===== src/rtl/l1d_package.sv =====
// Shared L1D types and widths: entry-state and issue-state enums, bus widths,
// and a helper that picks one 64-bit beat out of a cache line.
package l1d_package;

    localparam int L1D_MSHR_ID_WIDTH = 4;
    localparam int L1D_ADDR_WIDTH    = 40;
    localparam int L1D_LINE_WIDTH    = 512;
    localparam int L1D_BEAT_WIDTH    = 64;

    typedef enum logic [1:0] {
        WB_FREE = 2'd0,
        WB_PEND = 2'd1,
        WB_SENT = 2'd2
    } wb_entry_state_e;

    typedef enum logic [1:0] {
        ISS_IDLE = 2'd0,
        ISS_AW   = 2'd1,
        ISS_W    = 2'd2
    } wb_issue_state_e;

    function automatic logic [L1D_BEAT_WIDTH-1:0] line_beat(
        input logic [L1D_LINE_WIDTH-1:0] line,
        input int unsigned               k
    );
        return line[L1D_BEAT_WIDTH*k +: L1D_BEAT_WIDTH];
    endfunction

endpackage


===== src/rtl/l1d_wb_order_fifo.sv =====
// Issue-order FIFO for the write-back buffer: holds entry indices in the
// order lines were accepted. DEPTH must be a power of two.
module l1d_wb_order_fifo #(
    parameter int DEPTH = 4,
    parameter int WIDTH = 2
) (
    input  logic             clk,
    input  logic             rst_n,
    input  logic             push_i,
    input  logic [WIDTH-1:0] push_data_i,
    input  logic             pop_i,
    output logic [WIDTH-1:0] head_o,
    output logic             empty_o
);

    localparam int PW = (DEPTH > 1) ? $clog2(DEPTH) : 1;

    logic [WIDTH-1:0] mem_q [DEPTH];
    logic [PW-1:0]    wr_ptr_q;
    logic [PW-1:0]    rd_ptr_q;
    logic [PW:0]      count_q;

    // Pointer and occupancy registers
    always_ff @(posedge clk) begin
        if (!rst_n) begin
            wr_ptr_q <= '0;
            rd_ptr_q <= '0;
            count_q  <= '0;
        end else begin
            if (push_i) begin
                wr_ptr_q <= wr_ptr_q + PW'(1);
            end
            if (pop_i) begin
                rd_ptr_q <= rd_ptr_q + PW'(1);
            end
            count_q <= count_q + (PW+1)'(push_i) - (PW+1)'(pop_i);
        end
    end

    // Storage array, payload only, no reset needed
    always_ff @(posedge clk) begin
        if (push_i) begin
            mem_q[wr_ptr_q] <= push_data_i;
        end
    end

    assign head_o  = mem_q[rd_ptr_q];
    assign empty_o = (count_q == '0);

endmodule


===== src/rtl/l1d_wb_buffer.sv =====
// L1D dirty-line write-back buffer: stores evicted lines and issues them as
// AXI AW + LINE_BEATS-beat W bursts in acceptance order. Optional address
// lookup port is enabled by defining L1D_WB_LOOKUP_EN.
module l1d_wb_buffer
    import l1d_package::*;
#(
    parameter int WB_ENTRIES = 4,
    parameter int LINE_BEATS = 8
) (
    input  logic                         clk,
    input  logic                         rst_n,
    input  logic                         evict_req_vld,
    output logic                         evict_req_rdy,
    input  logic [L1D_MSHR_ID_WIDTH-1:0] evict_req_id,
    input  logic [L1D_ADDR_WIDTH-1:0]    evict_req_addr,
    input  logic [L1D_LINE_WIDTH-1:0]    evict_req_data,
    output logic                         axi_awvalid,
    input  logic                         axi_awready,
    output logic [L1D_ADDR_WIDTH-1:0]    axi_awaddr,
    output logic [L1D_MSHR_ID_WIDTH-1:0] axi_awid,
    output logic [7:0]                   axi_awlen,
    output logic [2:0]                   axi_awsize,
    output logic                         axi_wvalid,
    input  logic                         axi_wready,
    output logic [L1D_BEAT_WIDTH-1:0]    axi_wdata,
    output logic [7:0]                   axi_wstrb,
    output logic                         axi_wlast,
    input  logic                         evict_done_en,
    input  logic [L1D_MSHR_ID_WIDTH-1:0] evict_done_id,
    output logic                         wb_empty,
    output logic                         wb_err
`ifdef L1D_WB_LOOKUP_EN
    ,
    input  logic [L1D_ADDR_WIDTH-1:0]    lookup_addr,
    output logic                         lookup_hit
`endif
);

    localparam int IW = $clog2(WB_ENTRIES);
    localparam int BW = (LINE_BEATS > 1) ? $clog2(LINE_BEATS) : 1;
    localparam logic [BW-1:0] LAST_BEAT = BW'(LINE_BEATS - 1);

    wb_entry_state_e              ent_state_q [WB_ENTRIES];
    wb_entry_state_e              ent_state_d [WB_ENTRIES];
    logic [L1D_MSHR_ID_WIDTH-1:0] ent_id_q    [WB_ENTRIES];
    logic [L1D_ADDR_WIDTH-1:0]    ent_addr_q  [WB_ENTRIES];
    logic [L1D_BEAT_WIDTH-1:0]    ent_data_q  [WB_ENTRIES][LINE_BEATS];

    wb_issue_state_e iss_state_q, iss_state_d;
    logic [BW-1:0]   beat_q, beat_d;
    logic            wb_err_q, wb_err_d;

    logic            any_free_s;
    logic            all_free_s;
    logic [IW-1:0]   alloc_idx_s;
    logic            alloc_fire_s;
    logic            done_hit_s;
    logic [IW-1:0]   done_idx_s;
    logic            fifo_empty_s;
    logic [IW-1:0]   head_idx_s;
    logic            last_hs_s;

    // Lowest-index FREE entry and occupancy summary, from registered state only
    always_comb begin
        any_free_s  = 1'b0;
        all_free_s  = 1'b1;
        alloc_idx_s = '0;
        for (int i = WB_ENTRIES - 1; i >= 0; i--) begin
            any_free_s  = any_free_s | (ent_state_q[i] == WB_FREE);
            all_free_s  = all_free_s & (ent_state_q[i] == WB_FREE);
            alloc_idx_s = (ent_state_q[i] == WB_FREE) ? IW'(i) : alloc_idx_s;
        end
    end

    assign alloc_fire_s = evict_req_vld & any_free_s;

    // Match a B completion against SENT entries
    always_comb begin
        done_hit_s = 1'b0;
        done_idx_s = '0;
        for (int i = WB_ENTRIES - 1; i >= 0; i--) begin
            done_hit_s = done_hit_s | (evict_done_en && ent_state_q[i] == WB_SENT &&
                                       ent_id_q[i] == evict_done_id);
            done_idx_s = (evict_done_en && ent_state_q[i] == WB_SENT &&
                          ent_id_q[i] == evict_done_id) ? IW'(i) : done_idx_s;
        end
    end

    // Per-entry next state; allocate, send and free always target distinct entries
    always_comb begin
        for (int i = 0; i < WB_ENTRIES; i++) begin
            ent_state_d[i] = ent_state_q[i];
            if (alloc_fire_s && alloc_idx_s == IW'(i)) begin
                ent_state_d[i] = WB_PEND;
            end else if (last_hs_s && head_idx_s == IW'(i)) begin
                ent_state_d[i] = WB_SENT;
            end else if (done_hit_s && done_idx_s == IW'(i)) begin
                ent_state_d[i] = WB_FREE;
            end else begin
                ent_state_d[i] = ent_state_q[i];
            end
        end
    end

    // Entry state registers
    always_ff @(posedge clk) begin
        if (!rst_n) begin
            for (int i = 0; i < WB_ENTRIES; i++) begin
                ent_state_q[i] <= WB_FREE;
            end
        end else begin
            for (int i = 0; i < WB_ENTRIES; i++) begin
                ent_state_q[i] <= ent_state_d[i];
            end
        end
    end

    // Entry payload capture on allocation
    always_ff @(posedge clk) begin
        for (int i = 0; i < WB_ENTRIES; i++) begin
            if (alloc_fire_s && alloc_idx_s == IW'(i)) begin
                ent_id_q[i]   <= evict_req_id;
                ent_addr_q[i] <= evict_req_addr;
                for (int b = 0; b < LINE_BEATS; b++) begin
                    ent_data_q[i][b] <= line_beat(evict_req_data, b);
                end
            end
        end
    end

    l1d_wb_order_fifo #(
        .DEPTH (WB_ENTRIES),
        .WIDTH (IW)
    ) u_order_fifo (
        .clk         (clk),
        .rst_n       (rst_n),
        .push_i      (alloc_fire_s),
        .push_data_i (alloc_idx_s),
        .pop_i       (last_hs_s),
        .head_o      (head_idx_s),
        .empty_o     (fifo_empty_s)
    );

    // Issue FSM next state; a push this cycle lets IDLE leave without waiting
    // a cycle for the FIFO to show non-empty
    always_comb begin
        iss_state_d = iss_state_q;
        beat_d      = beat_q;
        last_hs_s   = 1'b0;
        case (iss_state_q)
            ISS_IDLE: begin
                if (!fifo_empty_s || alloc_fire_s) begin
                    iss_state_d = ISS_AW;
                end else begin
                    iss_state_d = ISS_IDLE;
                end
            end
            ISS_AW: begin
                if (axi_awready) begin
                    iss_state_d = ISS_W;
                end else begin
                    iss_state_d = ISS_AW;
                end
            end
            ISS_W: begin
                if (axi_wready && beat_q == LAST_BEAT) begin
                    last_hs_s   = 1'b1;
                    beat_d      = '0;
                    iss_state_d = ISS_IDLE;
                end else if (axi_wready) begin
                    beat_d = beat_q + BW'(1);
                end else begin
                    beat_d = beat_q;
                end
            end
            default: begin
                iss_state_d = ISS_IDLE;
                beat_d      = '0;
            end
        endcase
    end

    assign wb_err_d = wb_err_q | (evict_done_en & ~done_hit_s);

    // Issue FSM, beat counter and sticky error registers
    always_ff @(posedge clk) begin
        if (!rst_n) begin
            iss_state_q <= ISS_IDLE;
            beat_q      <= '0;
            wb_err_q    <= 1'b0;
        end else begin
            iss_state_q <= iss_state_d;
            beat_q      <= beat_d;
            wb_err_q    <= wb_err_d;
        end
    end

    assign evict_req_rdy = any_free_s;
    assign wb_empty      = all_free_s;
    assign wb_err        = wb_err_q;

    assign axi_awvalid = (iss_state_q == ISS_AW);
    assign axi_awaddr  = ent_addr_q[head_idx_s];
    assign axi_awid    = ent_id_q[head_idx_s];
    assign axi_awlen   = 8'(LINE_BEATS - 1);
    assign axi_awsize  = 3'd3;
    assign axi_wvalid  = (iss_state_q == ISS_W);
    assign axi_wdata   = ent_data_q[head_idx_s][beat_q];
    assign axi_wstrb   = 8'hFF;
    assign axi_wlast   = (iss_state_q == ISS_W) && (beat_q == LAST_BEAT);

`ifdef L1D_WB_LOOKUP_EN
    // Address hit against any line still owned by the buffer
    always_comb begin
        lookup_hit = 1'b0;
        for (int i = 0; i < WB_ENTRIES; i++) begin
            lookup_hit = lookup_hit |
                         ((ent_state_q[i] != WB_FREE) && (ent_addr_q[i] == lookup_addr));
        end
    end
`endif

endmodule


===== config.mk =====
export PLATFORM = sky130hd
export DESIGN_NAME = l1d_wb_buffer
export DESIGN_NICKNAME = d
export VERILOG_FILES = /design/src/rtl/l1d_package.sv /design/src/rtl/l1d_wb_order_fifo.sv /design/src/rtl/l1d_wb_buffer.sv
export SDC_FILE = /design/constraint.sdc
export NUM_CORES = 2
export LEC_CHECK = 0
export CAP_MARGIN = 20
export CORE_MARGIN = 1.5
export CORE_UTILIZATION = 52
export CTS_CLUSTER_SIZE = 12
export DETAILED_ROUTE_END_ITERATION = 8
export GPL_TIMING_DRIVEN = 0
export PLACE_DENSITY = 0.78
export SYNTH_ARGS = -nofsm -noshare
export SYNTH_HDL_FRONTEND = slang
export SYNTH_SLANG_ARGS = --single-unit

===== constraint.sdc =====
create_clock -name clk -period 18.63 [get_ports clk]
set_clock_uncertainty 0.2 [all_clocks]
set_input_delay 5.589 -clock clk [delete_from_list [all_inputs] [get_ports clk]]
set_output_delay 5.589 -clock clk [all_outputs]
set_load 0.1 [all_outputs]

## Word-level counts from Yosys, hierarchy flattened

Memories as Yosys holds them, arrays and structs flattened. A register that Yosys moved wholly into a read port is not among the register bits.
Index checks and enable logic that the tools add are counted.

| operators by class | value |
|---|---|
| add/subtract/negate cells | 5 |
| $lt $le $gt $ge | 1 |
| equal/unequal tests | 22 |
| mux-type cells | 77 |
| bitwise logic cells | 19 |
| reductions and logical operators | 44 |

Operators with widths:

| kind | count |
|---|---|
| two-way mux 512 bit | 3 |
| OR reduction 512 bit | 3 |
| binary-select mux 64 bit (select 3 bit) | 1 |
| two-way mux 64 bit | 2 |
| two-way mux 40 bit | 3 |
| OR reduction 40 bit | 3 |
| two-way mux 2 bit | 37 |
| two-way mux 1 bit | 24 |
| == test 2 bit, second input constant | 11 |
| logical AND 1 bit | 22 |
| == test 4 bit | 4 |
| zero test 2 bit | 8 |
| two-way mux 4 bit | 3 |
| OR reduction 4 bit | 3 |
| bitwise OR 1 bit | 11 |
| == test 2 x 1 -> 1 bit, second input constant | 4 |
| two-way mux 3 bit | 2 |
| case mux 2 bit (3 select lines) | 1 |
| case mux 3 bit (2 select lines) | 1 |
| AND 1 bit | 5 |
| adder 2 x 1 -> 2 bit, second input constant | 2 |
| greater-or-equal comparator 4 bit, second input constant | 1 |
| inverter 3 -> 4 bit | 1 |
| adder 3 x 1 -> 3 bit | 1 |
| other kinds (11) | 12 |

| storage, ports and cells | value |
|---|---|
| bits in registers | 13 |
| RAM bits | 2240 |
| input port bits | 566 |
| output and inout port bits | 133 |
| logic and storage cells | 179 |
| memories kept | 5 |

Memory list:

| name | depth | width | rd ports | clocked after memory_dff | write ports | RTL line | source |
|---|---|---|---|---|---|---|---|
| ent_data_q | 4 | 512 | 1 | 0 | 1 | l1d_wb_buffer.sv:47 | `logic [L1D_BEAT_WIDTH-1:0] ent_data_q [WB_ENTRIES][LINE_BEATS];` |
| ent_addr_q | 4 | 40 | 1 | 0 | 1 | l1d_wb_buffer.sv:46 | `logic [L1D_ADDR_WIDTH-1:0] ent_addr_q [WB_ENTRIES];` |
| ent_id_q | 4 | 4 | 5 | 0 | 1 | l1d_wb_buffer.sv:45 | `logic [L1D_MSHR_ID_WIDTH-1:0] ent_id_q [WB_ENTRIES];` |
| ent_state_q | 4 | 2 | 4 | 0 | 4 | l1d_wb_buffer.sv:43 | `wb_entry_state_e ent_state_q [WB_ENTRIES];` |
| u_order_fifo.mem_q | 4 | 2 | 1 | 1 | 1 | l1d_wb_order_fifo.sv:18 | `logic [WIDTH-1:0] mem_q [DEPTH];` |

## Longest topological paths before layout

An unclocked memory read counts as a cell.

| depth | value |
|---|---|
| depth in word-level cells | 14 |
| depth in mapped cells | 12 |

## Modules after synthesis

From an unflattened synthesis, not the netlist that was laid out.

| second synthesis, totals | value |
|---|---|
| cell total of the unflattened synthesis | 3327 |
| area, all modules | 85428.2 um2 |

By module, submodules not included:

| module | instances | cells each | area an instance (um2) | sequential area each (um2) |
|---|---|---|---|---|
| l1d_wb_buffer | 1 | 3276 | 84706.2 | 67064.3 |
| l1d_wb_order_fifo | 1 | 51 | 721.9 | 420.4 |

## Least setup slack after synthesis

Ideal clock, no wire load.

| path | value |
|---|---|
| path type | input-to-reg |
| start point | input evict_req_vld |
| end point | memory ent_addr_q[1][0] (enable) |
| setup time | 902 ps |
| arrival | 16409 ps |
| slack | 1119 ps |
| cell stages on the path | 2 |
| path through | nand3b_1 inv_1 |

| on the way | value |
|---|---|
| word-level cells in the longest chain between the ends | 8 |
| elaborated cells between the ends (all ways) | 22 |
| classes of those cells | mux (14); bitwise (1); reduce/logical (7) |

Ends and longest elaborated chain:

| what | RTL line | source |
|---|---|---|
| start, declared | l1d_wb_buffer.sv:12 | `input logic evict_req_vld,` |
| AND 1 bit (*) | l1d_wb_buffer.sv:75 | `assign alloc_fire_s = evict_req_vld & any_free_s;` |
| logical AND 1 bit | l1d_wb_buffer.sv:121 | `if (alloc_fire_s && alloc_idx_s == IW'(i)) begin` |
| two-way mux 1 bit | l1d_wb_buffer.sv:121 |  |
| two-way mux 1 bit (implied by the code) | l1d_wb_buffer.sv:123 | `ent_addr_q[i] <= evict_req_addr;` |
| OR reduction 40 bit (no source line) | n/a |  |
| two-way mux 2 bit (no source line) / two-way mux 1 bit (equally long branches) (3 in series) | n/a |  |
| end, declared | l1d_wb_buffer.sv:46 |  |

Mark *: on every way between the ends. The rest lies on a longest branch, timed or not.

==> results.md <==
- Outcome: finished, final reports clean
- Via count: 44,964
- Share of layout cells above drive strength 1: 17.87%
- DP Area: 0.09587 mm²
- Fraction of power spent switching nets: 23.36%
- Register area: 0.06748 mm²
- Netlist cell types: 54
- Critical path startpoint category: register
- Clk_lat worst skew: 0.85 ns
- Die width: 407.9 µm
- CP Data Arrival Time: 6.32 ns
- Clock power share: 36.7%
- Synthesis Warnings: 0
- P_leak: 32.58 nW
- Worst slew margin: 16.17%
- Post-synth top flop: edfxtp_1
- Reg-to-reg critical path startpoint: ent_state_q[2][1]
- Placed Instances: 6,809
- Vias in the first global route: 44,882
- Synthesized cell area: 0.08525 mm²
- CORE AREA: 0.1628 mm²
- Cell Pwr Density: 107.1 mW/mm²
- Multi-input logic area: 0.01652 mm²
- P_sw: 2.562 mW
- Post-synth EDFFs: 2,232
- Avg Cell Area, Syn: 21.90 µm²
- CP max FO: 10
- Initial antenna violation count: 120
- Post-DP HPWL: 157,600 µm
- Die Height: 407.9 µm
- Placer Congestion: 0.8713
- First-pass GRT wire length: 329,200 µm
- Fillers: 10,822
- 1st-pass router iterations: 7
- CTS sink count: 2,255
- Initial Utilization: 52.37%
- CTS clk-pin slew, worst paths: 0.06 ns
- CTS Buf Count: 220
- Data required, critical path: 12.84 ns
- CTS resizes: 0
- Clock Tree Buf Depth: 3
- Crit. End Element: output port
- CTS tree: done
- Layout Nets: 5,434
- Grt ovf: 0
- Fin crit share: 64.98%
- Final hold violations: 0
- Post-place setup slack: 7.517 ns
- Async SR Flop Fraction: 0%
- Final WL: 235,600 µm
- WL/cell: 32.71 µm
- Total GRT Usage: 28.21%
- RSZ-0062 raised after global routing: false
- Area grow syn2layout: 20.12%
- Post-synth top area cell: edfxtp_1
- DRC: 0
- Fin crit period: 12.11 ns
- Max Slew Vio Count: 0
- Final instance area: 0.1024 mm²
- CTS H-tree lvls: 4
- Slew @ Worst Pin: 1.253 ns
- # rows: 148
- Ports: 699
- Sequential power share: 52.8%
- Setup Viol. Count Final: 0
- Pint: 8.406 mW
- DRT iter0 DRCs: 6,158
- Pin count of the biggest net entering global routing: 109
- Final ANT Viol Nets: 0
- Cell count after synthesis: 3,893
- Worst min path class: reg -> reg
- Fin Setup TNS: 0 ns
- Number of post-CTS setup repair buffers: 0
- Peak VDD IR: 0.0001000 V
- Sequential area share after synthesis: 79.16%
- Final worst slack: 6.524 ns
- Tot Pwr: 10.97 mW
- Vias per cell: 6.242
- Highest Clock Rate: 0.08260 GHz
- Synth area leaders: edfxtp_1 (79%), mux4_2 (12%), a22oi_1 (1.5%)
- Max-cap violations: 0
- Clock root cell: clkbuf_16
- Synth top cells by count: edfxtp_1 (2,232), mux4_2 (451), nand2_1 (175)
- Hold-fix buffers, CTS: 0
- Synth Register Bits: 2,255
- Finished Layout Cells: 7,203
- Top cell type's share of synthesized area: 78.62%
- Setup CP Type: reg -> out
- Top-count cell post-synth: edfxtp_1
- IO Port Bufs: 676
- Logic pwr share: 10.5%
- Die area: 0.1664 mm²
- Hold path startpoint: iss_state_q[1]
## sequential cells by signal (all words and copies together), names as in the netlist, named ones only
signal and count:
wb_err 1, u_order_fifo.count_q 3, ent_state_q 8, ent_data_q 2048, u_order_fifo.rd_ptr_q 2, iss_state_q 2
u_order_fifo.wr_ptr_q 2, u_order_fifo.mem_q 8, ent_addr_q 160, beat_q 3, ent_id_q 16
## path summary, 6_finish.rpt
check                  endpoint  slack, ns  cells after the start
min reg2reg      iss_state_q[0]       0.31                      1
max reg2reg  ent_data_q[2][447]      14.50                      8
max               axi_wdata[55]       6.52                      8
min              iss_state_q[0]       0.31                      1
## power by group through the flow
stage	Clock [mW]	Combinational (mW)	Sequential [mW]
2_1_floorplan	0	0.690	5.97
3_3_place_gp	0	1.11	6.04
3_5_place_dp	0	1.15	5.90
4_1_cts	4.07	1.15	5.79
5_1_grt	4.25	1.20	5.80
6_report	4.02	1.15	5.79
## layer usage
| metal | up-vias | share of wire, % | GRT usage [%] |
|---|---|---|---|
| li1 | 18397 | - | - |
| met1 | 23283 | 36 | 36.98 |
| met2 | 2618 | 48 | 44.88 |
| met3 | 532 | 12 | 9.582 |
| met4 | 134 | 3.0 | 8.691 |
| met5 | - | 0.35 | 0 |
## cells by family (layout without fill, tap and decap cells)
| group | after synthesis | count (layout) | synth area share [%] |
|---|---|---|---|
| compound gates | 398 | 398 | 3.443 |
| xor+xnor | 21 | 21 | 0.2157 |
| fa+ha+maj | 9 | 9 | 0.1409 |
| buf+inv | 251 | 1315 | 1.535 |
| flops | 2255 | 2255 | 79.16 |
| mux | 572 | 572 | 13.37 |
| other cells | 2 | 73 | 0.008810 |
| simple gates | 385 | 385 | 2.127 |
## metrics by stage
step                      hold slack [ns]  utilization, %
final                              0.3146           62.91
after global routing               0.3188           62.86
after CTS                          0.3110           62.80
after detailed placement           0.2983           58.90
after global placement             0.2779           58.24
after floorplan                    0.2606               -
## critical path, stage by stage, from the launching register on
cell	delay, ns
dfxtp_1	0.36
mux4_2	0.51
buf_2	0.39
clkbuf_1	0.92
buf_1	0.87
mux4_2	0.42
a22oi_1	0.27
nand4_1	0.54
clkdlybuf4s50_1	1.15
## cell type report
cell class | count | share of cell area, %
Clock buffer | 281 | 5.682
Multi-Input combinational cell | 1404 | 16.13
Clock inverter | 56 | 0.5156
Antenna cell | 54 | 0.1320
Sequential cell | 2255 | 65.90
Timing Repair Buffer | 727 | 7.667
Inverter | 16 | 0.08797
Buffer | 235 | 1.224
Tap cell | 2175 | 2.658
## placed cells by master (no fill, tap or decap), drive strengths merged, types with 20 or more instances in the layout
cell           instances
inv                   21
a22oi                169
clkinv                47
mux4                 451
nor2b                 22
and2                  20
clkdlybuf4s50        676
o21ai                 22
mux2                  21
nand2                175
edfxtp              2232
dfxtp                 23
a31oi                 31
a211oi                46
nand4                 49
buf                  173
diode                 54
a22o                  20
clkbuf               394
mux2i                100
nor2                  37
nand3                 53
Power figures use the tool's default switching activity.
